File: config.mk
export PLATFORM = sky130hd
export DESIGN_NAME = four_bit_divider
export DESIGN_NICKNAME = d
export VERILOG_FILES = /design/src/rtl/div_pkg.sv /design/src/rtl/div_controller.sv /design/src/rtl/four_bit_divider.sv
export SDC_FILE = /design/constraint.sdc
export NUM_CORES = 1
export LEC_CHECK = 0
export ABC_AREA = 0
export ABC_CLOCK_PERIOD_IN_PS = 1800
export BUFFER_PORTS_ARGS = -buffer_cell sky130_fd_sc_hd__buf_2
export CORE_MARGIN = 4
export CORE_UTILIZATION = 37
export CTS_CLUSTER_SIZE = 24
export DETAILED_ROUTE_END_ITERATION = 16
export MAX_ROUTING_LAYER = met4
export PLACE_DENSITY_LB_ADDON = 0.15
export SYNTH_ARGS = -nofsm -noshare
export SYNTH_HDL_FRONTEND = slang
export SYNTH_SLANG_ARGS = --single-unit
File: constraint.sdc
create_clock -name clk -period 1.8 [get_ports clk]
set_input_delay 0.54 -clock clk [delete_from_list [all_inputs] [get_ports clk]]
set_output_delay 0.54 -clock clk [all_outputs]
set_load 0.02 [all_outputs]
File: src/rtl/div_pkg.sv
// -----------------------------------------------------------------------------
// div_pkg
//   Shared definitions for the restoring divider: FSM state encoding, the
//   width of the external state port, and the quotient bit value used when
//   the divisor is zero.
// -----------------------------------------------------------------------------
package div_pkg;

  localparam int STATE_W     = 2;  // bits needed for the three FSM states
  localparam int STATE_OUT_W = 4;  // width of the externally visible state port

  typedef enum logic [STATE_W-1:0] {
    IDLE = 2'd0,
    STEP = 2'd1,
    DONE = 2'd2
  } state_e;

  // Divide-by-zero result: every quotient bit is set (all-ones quotient).
  localparam logic DBZ_Q_BIT = 1'b1;

  // Zero-extend the internal state encoding onto the external port.
  function automatic logic [STATE_OUT_W-1:0] state_code(input state_e s);
    return {{(STATE_OUT_W-STATE_W){1'b0}}, s};
  endfunction

endpackage

File: src/rtl/div_controller.sv
// -----------------------------------------------------------------------------
// div_controller
//   Sequencer for the restoring divider: three-state FSM plus the step
//   counter that counts the WIDTH shift/subtract iterations.
//
//   clk        rising-edge clock
//   rst        synchronous active-low reset
//   ena        start request, only honoured in IDLE
//   b_zero     divisor presented on the start cycle is zero
//   state      current FSM state
//   last_step  high in the final STEP cycle (counter has reached 0)
// -----------------------------------------------------------------------------
module div_controller
  import div_pkg::*;
#(
  parameter int WIDTH = 4
) (
  input  logic   clk,
  input  logic   rst,
  input  logic   ena,
  input  logic   b_zero,
  output state_e state,
  output logic   last_step
);

  localparam int CNT_W = (WIDTH > 1) ? $clog2(WIDTH) : 1;

  state_e             state_q, state_d;
  logic [CNT_W-1:0]   cnt_q, cnt_d;

  // NOTE: sequential state uses non-blocking assignments so every flop samples
  // the pre-edge values of its neighbours, independent of statement order.
  always_ff @(posedge clk) begin
    if (!rst) begin
      state_q <= IDLE;
      cnt_q   <= '0;
    end else begin
      state_q <= state_d;
      cnt_q   <= cnt_d;
    end
  end

  // NOTE: every variable gets a default before the case so no path leaves it
  // unassigned, which would otherwise infer a latch.
  always_comb begin
    state_d = state_q;
    cnt_d   = cnt_q;
    unique case (state_q)
      IDLE: begin
        if (ena) begin
          if (b_zero) begin
            state_d = DONE;  // no iterations needed, result is fixed
          end else begin
            state_d = STEP;
            cnt_d   = CNT_W'(WIDTH - 1);
          end
        end
      end
      STEP: begin
        if (cnt_q == '0) begin
          state_d = DONE;
        end else begin
          cnt_d = cnt_q - CNT_W'(1);
        end
      end
      DONE:    state_d = IDLE;
      default: state_d = IDLE;
    endcase
  end

  assign state     = state_q;
  assign last_step = (state_q == STEP) && (cnt_q == '0);

endmodule

File: src/rtl/four_bit_divider.sv
// -----------------------------------------------------------------------------
// four_bit_divider
//   Multi-cycle unsigned restoring divider, one quotient bit per clock,
//   MSB first. A start with a zero divisor completes immediately with an
//   all-ones quotient, the dividend as remainder, and div_by_zero set.
//
//   clk          rising-edge clock
//   rst          synchronous active-low reset (priority over ena)
//   ena          start request, sampled only while idle
//   A, B         dividend / divisor, captured on the start edge
//   Q, R         quotient / remainder, held until the next result
//   done         one-cycle result-valid strobe
//   div_by_zero  error flag belonging to the current result
//   busy         high while a division is in progress or completing
//   state        current FSM state, zero-extended
// -----------------------------------------------------------------------------
module four_bit_divider
  import div_pkg::*;
#(
  parameter int WIDTH = 4
) (
  input  logic                   clk,
  input  logic                   rst,
  input  logic                   ena,
  input  logic [WIDTH-1:0]       A,
  input  logic [WIDTH-1:0]       B,
  output logic [WIDTH-1:0]       Q,
  output logic [WIDTH-1:0]       R,
  output logic                   done,
  output logic                   div_by_zero,
  output logic                   busy,
  output logic [STATE_OUT_W-1:0] state
);

  state_e fsm_state;
  logic   last_step;
  logic   b_zero;
  logic   start;

  assign b_zero = (B == '0);
  assign start  = (fsm_state == IDLE) && ena;

  div_controller #(
    .WIDTH (WIDTH)
  ) u_ctrl (
    .clk       (clk),
    .rst       (rst),
    .ena       (ena),
    .b_zero    (b_zero),
    .state     (fsm_state),
    .last_step (last_step)
  );

  // Operand copies let A/B change freely once the division has started.
  logic [WIDTH-1:0] dividend_q;
  logic [WIDTH-1:0] divisor_q;
  logic [WIDTH:0]   partial_q;  // one spare bit so compare/subtract never wraps
  logic [WIDTH-1:0] quot_q;

  // One restoring step: bring in the next dividend bit, trial-subtract.
  logic [WIDTH:0]   trial;
  logic [WIDTH:0]   divisor_ext;
  logic             fits;
  logic [WIDTH:0]   partial_next;
  logic [WIDTH-1:0] quot_next;

  assign divisor_ext  = {1'b0, divisor_q};
  assign trial        = (partial_q << 1) | {{WIDTH{1'b0}}, dividend_q[WIDTH-1]};
  assign fits         = (trial >= divisor_ext);
  assign partial_next = fits ? (trial - divisor_ext) : trial;
  assign quot_next    = {quot_q[WIDTH-2:0], fits};

  always_ff @(posedge clk) begin
    if (!rst) begin
      dividend_q  <= '0;
      divisor_q   <= '0;
      partial_q   <= '0;
      quot_q      <= '0;
      Q           <= '0;
      R           <= '0;
      done        <= 1'b0;
      div_by_zero <= 1'b0;
      busy        <= 1'b0;
    end else begin
      done <= 1'b0;
      // Busy covers STEP and DONE: set on start, kept through STEP, and
      // dropped on the DONE->IDLE edge.
      busy <= start || (fsm_state == STEP);

      if (start) begin
        dividend_q <= A;
        divisor_q  <= B;
        partial_q  <= '0;
        quot_q     <= '0;
        if (b_zero) begin
          Q           <= {WIDTH{DBZ_Q_BIT}};
          R           <= A;
          div_by_zero <= 1'b1;
          done        <= 1'b1;
        end else begin
          div_by_zero <= 1'b0;
        end
      end else if (fsm_state == STEP) begin
        dividend_q <= dividend_q << 1;
        partial_q  <= partial_next;
        quot_q     <= quot_next;
        if (last_step) begin
          Q    <= quot_next;
          R    <= partial_next[WIDTH-1:0];
          done <= 1'b1;
        end
      end
    end
  end

  assign state = state_code(fsm_state);

endmodule

Word-level counts from Yosys, hierarchy flattened
Cells that the tools add are included.

Register bits after elaboration: 30. Logic and storage cells: 58.

Add/sub/neg operators: 2. Mux-type cells: 23. Reductions and logical operators: 13. $lt $le $gt $ge: 1. Bitwise operators: 2. Equality and inequality tests: 6.

Operators by type and width (count): $mux 4 (11); $mux 2 (6); $ne 2x2->1 const B (4); $pmux 2 s2 (2); $reduce_bool 2->1 (3); $ge 5x4->1 (1); $or 5x1->5 (1); $logic_not 2->1 (2); $logic_not 4->1 (1); $mux 1 (4); $reduce_and 4->1 (1); $sub 4x4->4 (1); $reduce_and 3->1 (1); $eq 2x1->1 const B (1); $logic_and 1x1->1 (2); $ne 2x1->1 const B (1); $reduce_and 2->1 (1); $reduce_or 2->1 (1); $sub 2x1->2 const B (1); $logic_or 1x1->1 (1); $not 1->1 (1).

Longest topological paths before layout
Gate-level depths: netlist (run 1).

Depth in word-level cells: 6. Gate-level depth with buffers: 8. Mapped depth without buffers: 7.

Modules after synthesis
From an unflattened synthesis (run 1), not the netlist that was laid out.

Cells, all modules: 162. Area, all modules: 1491.4 µm².

By module, submodules not included: four_bit_divider (cells each 142, instances 1, area each 1296.2 µm², sequential area each 520.5 µm²); div_controller (cells each 20, instances 1, area each 195.2 µm², sequential area each 80.1 µm²).

Worst setup path after synthesis (run 1)
OpenSTA, ideal clock, no wires.

Path type: reg2reg. Start: register divisor_q[1]. End: register partial_q[0]. Path buffers: 1. Data arrival time: 1587 ps. Setup time: 75 ps. Clock period less this slack: 1662 ps. Slack: 138 ps. Data required time: 1725 ps. Cell stages (with the launch flop): 8. Cells stage by stage: dfxtp_1 > inv_1 > ha_1 > nor4_1 > a22o_1 > buf_6 > mux2_2 > o22ai_1.

Cells in the longest elaborated chain, start to end: 2.

Ends and longest elaborated chain: start: declaration (RTL line four_bit_divider.sv:56) `logic [WIDTH-1:0] divisor_q;`; start signal: assignment (RTL line four_bit_divider.sv:76) `divisor_q <= '0;`; start signal: assignment (RTL line four_bit_divider.sv:92) `divisor_q <= B;`; $ge 5x4->1 (RTL line four_bit_divider.sv:69) `assign fits = (trial >= divisor_ext);`; $mux 4 (RTL line four_bit_divider.sv:70) `assign partial_next = fits ? (trial - divisor_ext) : trial;`; end signal: assignment (RTL line four_bit_divider.sv:105) `partial_q <= partial_next;`; end: declaration (RTL line four_bit_divider.sv:57) `logic [WIDTH:0] partial_q;`.

No other way between the ends. A chain may end at the register's enable or synchronous reset.

Worst setup path after layout (run 1)
Start: register divisor_q[1]. End: register partial_q[1].

Cells in the longest elaborated chain, start to end: 2.

Ends and longest elaborated chain (RTL line): $sub 4x4->4 / $ge 5x4->1 (equally long branches) (four_bit_divider.sv:70, four_bit_divider.sv:69); $mux 4 * (four_bit_divider.sv:70).

Every way passes the cells marked *; elsewhere a longest branch is shown, timed or not.

==> results.py, run 1 <==
metrics = {
    "placement": {
        "dp_hpwl_um": 2430,
        "dp_cells": 239,
        "place.port_buffers": 23,
        "gp_congestion": 0.771,
        "place_area_um2": 1650,
    },
    "detailed_routing": {
        "drc": 0,
        "routed-via-count": 1240,
        "drt-initial-drc-count": 64,
        "ant_nets": 0,
        "dr.pass1.iters": 4,
        "routed_wl_um": 3180,
        "wl_per_cell_um": 12.9,
        "via_per_inst": 5.02,
    },
    "power_and_ir_drop": {
        "power.density_nw_per_um2": 1000,
        "ir_worst_vdd_v": 0.000535,
        "p_leak_nw": 0.742,
    },
    "worst_setup_path": {
        "end_kind": "flop",
        "crit_required_ps": 2010,
        "crit_arrival_ps": 1890,
        "crit_path_max_fanout": 5,
        "startpoint_type": "flop",
        "critPathKind": "flop to flop",
    },
    "floorplanning": {
        "die_y_um": 70.3,
        "coreArea_um2": 3720,
        "io_pins": 26,
        "fp.dieW_um": 70.3,
        "initial_core_util_pct": 38.7,
        "rows": 22,
        "dieArea_um2": 4950,
    },
    "sta": {
        "fin_crit_ps": 1680,
        "finalSetupViolCount": 0,
        "tightest_slew_ps": 659,
        "maxSlewHeadroom_pct": 56.0,
        "rsz0062_at_grt": "no",
        "timing.hold.ws_ps": 449,
        "fin_worst_skew_ps": 6.71,
        "tns_ps": 0,
        "hold_viol": 0,
        "max_freq_mhz": 595,
        "slew_viol_final": 0,
        "fin_crit_sh_pct": 93.3,
    },
    "clock_network": {
        "numCtsBuffers": 5,
        "clk_pin_slew_ps": 60,
        "cts_tree": "built",
        "clockBufferDepth": 2,
        "h-tree-depth": 2,
        "clk_latency_ps": 290,
        "cts_root_buf": "clkbuf_8",
        "clkSinkCount": 30,
    },
    "run": {
        "drv_cap": 0,
    },
    "cells_and_area": {
        "final_cells": 247,
        "final_area_um2": 1750,
        "areaGrowthSynthToFinish_pct": 21.8,
        "drive_gt1_share_pct": 30.2,
        "final_nets": 215,
        "antenna_cells": 0,
    },
    "yosys": {
        "synthesis.area_um2": 1440,
        "synth_top_area_share_pct": 41.8,
        "yosys-top-cells-area": "dfxtp_1, nand2_1, nor2_1",
        "ys_ff_latch": 30,
        "synth.avg_cell_area_um2": 8.82,
        "synth_seq_area_share_pct": 41.8,
        "ys_warn_count": 0,
        "yosys.area.top_type": "dfxtp_1",
        "synth.distinct_cells": 39,
        "syn_inst": 163,
    },
    "global_route": {
        "track_usage_pct": 14.4,
        "grt_pass1_vias": 1155,
        "grt_max_degree": 16,
        "grt_overflow": 0,
        "antenna_found_initial": 0,
        "grt_first_pass_wirelength_um": 5420,
    },
    "run_status": {
        "outcome": "completed",
    },
    "worst_hold_path": {
        "hold_path.class": "flop to flop",
    },
}
## power breakdown
part	leakage (nW)	switching (W)	internal, W
Clock	0.0482	0.000250	0.000308
Sequential	0.245	0.0000301	0.000717
Combinational	0.448	0.000259	0.000190
## synth_stat cells (all sizes together)
cell,n
nor3b,1
a21o,2
nand2,26
a211oi,4
a21oi,15
mux2,2
fa,1
ha,5
o311ai,1
buf,8
nor2,17
o21a,1
a22o,2
mux2i,2
nand3,2
nand4,1
clkbuf,2
nor4,2
dfxtp,30
o21ai,7
nor2b,1
o22ai,2
xor2,1
a22oi,4
conb,1
nand3b,1
a31oi,3
nor3,8
nand2b,1
clkinv,1
inv,8
xnor2,1
## registers in the layout, summed over array words and instances, names as in the netlist
register and cells:
R 4, busy 1, Q 4, quot_q 3
u_ctrl.cnt_q 2, done 1, u_ctrl.state 2, dividend_q 4
partial_q 4, div_by_zero 1, divisor_q 4
## worst max-delay path: stages, from the launching register on
cell     delay, ps
dfxtp_1        330
inv_1           50
ha_1           200
nor4_1         270
a22o_2         260
mux2_2         380
o22ai_1        130
## through the flow
| stage | setup WS (ps) | power [W] | utilization [%] |
|---|---|---|---|
| after global routing | 0.152 | 0.00186 | 47.1 |
| after CTS | 28.3 | 0.00176 | 47.0 |
| after global placement | -309 | 0.00120 | 44.3 |
| after detailed placement | -370 | 0.00120 | 44.3 |
| after floorplan | 138 | 0.00108 | - |
| final | 121 | 0.00175 | 47.1 |
## routing by layer
| layer | GRT usage (%) | wire length (µm) | vias to the layer above |
|---|---|---|---|
| met5 | - | 0 | - |
| met4 | 6.38 | 62 | 0 |
| met3 | 6.04 | 191 | 7 |
| met2 | 20.0 | 1390 | 33 |
| met1 | 18.1 | 1540 | 570 |
| li1 | - | - | 630 |
## cell families after synthesis
group / count (synthesis) / synth area share [%]
simple gates: 60 / 19.5
fa+ha+maj: 6 / 5.74
other cells: 1 / 0.261
xor+xnor: 2 / 1.22
mux: 4 / 2.96
buf+inv: 19 / 7.48
flops: 30 / 41.8
compound gates: 41 / 21.1
## layout make-up
type                       instances  area, µm²
sequential                        30        601
clock inverter                     1       5.00
timing repair buffer              37        220
multi-input combinational        115        746
inverter                           9       33.8
fill                             387       1960
tap                               48       60.1
clock buffer                       7       86.3
## placed cells by master, fill, tap and decap left out, drive strengths merged, types with 2 or more instances in the layout
cell	count
a211oi	4
a21o	2
a21oi	15
a22o	2
a22oi	4
a31oi	3
buf	37
clkbuf	7
clkinv	2
conb	2
dfxtp	30
ha	5
inv	8
mux2	2
mux2i	2
nand2	26
nand3	2
nor2	17
nor3	8
nor4	2
o21ai	7
o22ai	2
## path summary, 6_finish.rpt
check / start / end / slack (ps) / depth (start not counted)
max reg2reg: divisor_q[1]$_SDFFE_PN0P_ / partial_q[1]$_SDFFE_PP0P_ / 120 / 6
min: div_by_zero$_SDFFE_PN0P_ / div_by_zero$_SDFFE_PN0P_ / 450 / 2
max: divisor_q[1]$_SDFFE_PN0P_ / partial_q[1]$_SDFFE_PP0P_ / 120 / 6
min reg2reg: div_by_zero$_SDFFE_PN0P_ / div_by_zero$_SDFFE_PN0P_ / 450 / 2
## timing repair
action | in CTS | in global routing
setup buffers | 0 | 0
setup endpoints to repair | 7 | 9
hold buffers | 0 | 0
hold endpoints to repair | 0 | 0
gates resized for setup | 1 | 3
(Power assumes the default switching activity.)
==> inputs of run 2 (changes only) <==
--- a/config.mk
+++ b/config.mk
@@ -16,4 +16,5 @@
 export PLACE_DENSITY_LB_ADDON = 0.15
 export SYNTH_ARGS = -nofsm -noshare
 export SYNTH_HDL_FRONTEND = slang
+export SYNTH_HIERARCHICAL = 1
 export SYNTH_SLANG_ARGS = --single-unit
==> run 2 against run 1 <==
Compared with the run above:
- clock-buffer cell count is the same
- die area grew 3.3%
- cell count grew 1.2%
- critical path depth is the same
- clock power shrank 3%
- worst hold slack gained 11 ps
- non-clock buffer count is the same
- synthesized cell count shrank 0.61%
- via count grew 2.5%
- largest power group unchanged
==> results.py, run 2 <==
metrics = {
    "run_status": {
        "outcome": "completed",
    },
    "yosys": {
        "synth.avg_cell_area_um2": 9.21,
        "synth-async-reset-ratio_pct": 0,
        "synthesis.area_um2": 1490,
        "yosys-top-cells-area": "dfxtp_1, nand2_1, a21oi_1",
        "ys_warn_count": 6,
        "yosys.area.top_type": "dfxtp_1",
        "netlist_top_cells_count": "dfxtp_1, nand2_1, a21oi_1",
        "ys_ff_latch": 30,
        "synth_seq_area_share_pct": 40.3,
        "synth_edf_count": 0,
        "synth.distinct_cells": 46,
        "syn_inst": 162,
        "yosysMostFrequentCell": "dfxtp_1",
        "synth_top_area_share_pct": 40.3,
        "ys.flop_type": "dfxtp_1",
    },
    "worst_setup_path": {
        "worstPathCellList": "inv_1 -> ha_1 -> o21ai_2 -> a22oi_4 -> mux2_4 -> o31ai_4",
        "crit_path_top_delay_cell": "mux2_4",
        "end_kind": "flop",
        "critPathKind": "flop to flop",
        "crit_path_max_fanout": 7,
        "critPathBufInv": 1,
        "slowest_delay_ps": 350,
        "crit_family": "compound AO/OA/AOI/OAI gates",
        "crit_required_ps": 2000,
        "crit_arrival_ps": 1900,
        "startpoint_type": "flop",
    },
    "clock_network": {
        "numCtsBuffers": 5,
        "clkSinkCount": 30,
        "cts_tree": "built",
        "h-tree-depth": 2,
        "cts_root_buf": "clkbuf_8",
        "clockBufferDepth": 2,
        "cts_hold_buf": 0,
        "clk_pin_slew_ps": 60,
        "clk_latency_ps": 270,
    },
    "worst_hold_path": {
        "hold_path.class": "flop to flop",
    },
    "cells_and_area": {
        "final_cell_mix": "dfxtp_1, nand2_1, buf_2",
        "final_nets": 218,
        "drive_gt1_share_pct": 31.2,
        "areaGrowthSynthToFinish_pct": 23.0,
        "mostFrequentLayoutCell": "dfxtp_1",
        "utilization_pct": 48.6,
        "antenna_cells": 0,
    },
    "sta": {
        "fin_worst_skew_ps": 6.19,
        "max_freq_mhz": 586,
        "fin_crit_ps": 1710,
        "finalSetupViolCount": 0,
        "slew_viol_final": 0,
        "tns_ps": 0,
        "hold_viol": 0,
        "fin_crit_sh_pct": 94.9,
    },
    "detailed_routing": {
        "drt-initial-drc-count": 75,
        "drc": 0,
        "routed-via-count": 1271,
        "ant_nets": 0,
        "wl_per_cell_um": 13.7,
        "wl_met2_um": 1670,
        "wl_met3_um": 138,
        "via_per_inst": 5.08,
        "top_layer": "met4",
        "dr.pass1.iters": 4,
        "wl_met1_um": 1600,
        "routed_wl_um": 3440,
    },
    "power_and_ir_drop": {
        "ir_worst_vdd_v": 0.000420,
        "power.density_nw_per_um2": 943,
        "p_leak_nw": 0.801,
    },
    "placement": {
        "gp_congestion": 0.825,
        "place.port_buffers": 23,
        "dp_hpwl_um": 2690,
    },
    "floorplanning": {
        "dieArea_um2": 5110,
        "initial_core_util_pct": 39.5,
        "io_pins": 26,
        "fp.dieW_um": 71.5,
        "die_y_um": 71.5,
        "rows": 22,
        "coreArea_um2": 3770,
    },
    "global_route": {
        "antenna_found_initial": 0,
        "grt_first_pass_wirelength_um": 5830,
        "track_usage_pct": 14.8,
        "grt_overflow": 0,
        "grt_max_degree": 13,
        "grt_pass1_vias": 1233,
    },
    "run": {
        "drv_cap": 0,
    },
}
run 2: path summary, 6_finish.rpt:
path         slack (ps)                       from  cells past startpoint                   endpoint
min                 460  divisor_q[3]$_SDFFE_PN0P_                      2  divisor_q[3]$_SDFFE_PN0P_
max reg2reg          90  divisor_q[3]$_SDFFE_PN0P_                      6  partial_q[1]$_SDFFE_PP0P_
max                  90  divisor_q[3]$_SDFFE_PN0P_                      6  partial_q[1]$_SDFFE_PP0P_
min reg2reg         460  divisor_q[3]$_SDFFE_PN0P_                      2  divisor_q[3]$_SDFFE_PN0P_
run 2: routing by layer:
metal  global-route usage [%]  vias up
li1                         -      648
met4                     6.05        0
met3                     3.79        4
met5                        -        -
met1                     17.6      595
met2                     23.9       24
run 2: timing repair:
| item | in CTS | in global routing |
|---|---|---|
| resized for setup | 0 | 3 |
| setup buffers | 0 | 0 |
| setup endpoints to repair | 0 | 3 |
run 2: worst register-to-register path: cells and delay by family, from the launching register on:
family	cells	cell delay, ps
AOI/OAI and AO/OA	3	580
muxes	1	350
adders and majority gates	1	330
DFF	1	320
buffers and inverters	1	60
run 2: cells by family (layout without fill, tap and decap cells):
family | count (synthesis) | in the layout | synth area share [%]
buf+inv | 19 | 58 | 5.96
flops | 30 | 30 | 40.3
mux | 3 | 3 | 2.35
other cells | 1 | 2 | 0.251
simple gates | 59 | 59 | 22.5
xor+xnor | 2 | 2 | 1.17
compound gates | 42 | 42 | 22.0
fa+ha+maj | 6 | 6 | 5.54
run 2: metrics by stage:
stage               hold WS [ps]  power (W)  instances  setup slack, ps  instance area (µm²)
floorplan                    436    0.00106        163              147                 1500
global placement             444    0.00118        242             82.5                 1740
detailed placement           456    0.00119        242             75.1                 1740
CTS                          464    0.00174        250             41.5                 1830
global route                 477    0.00183        250            -12.3                 1830
finish                       460    0.00173        250             92.4                 1830
run 2: area by class of cell:
class / count / area, µm²
fillers: 347 / 1940
multi-input cells: 114 / 813
repair buffers: 37 / 220
inverters: 13 / 48.8
flip-flops and latches: 30 / 601
clock inverters: 1 / 5.00
clock buffers: 7 / 86.3
well taps: 48 / 60.1
run 2: power by group:
group          leakage, nW  total [W]  switching, W  internal (W)
combinational        0.508   0.000448      0.000245      0.000203
sequential           0.245   0.000739     0.0000297      0.000709
clock               0.0482   0.000542      0.000235      0.000308
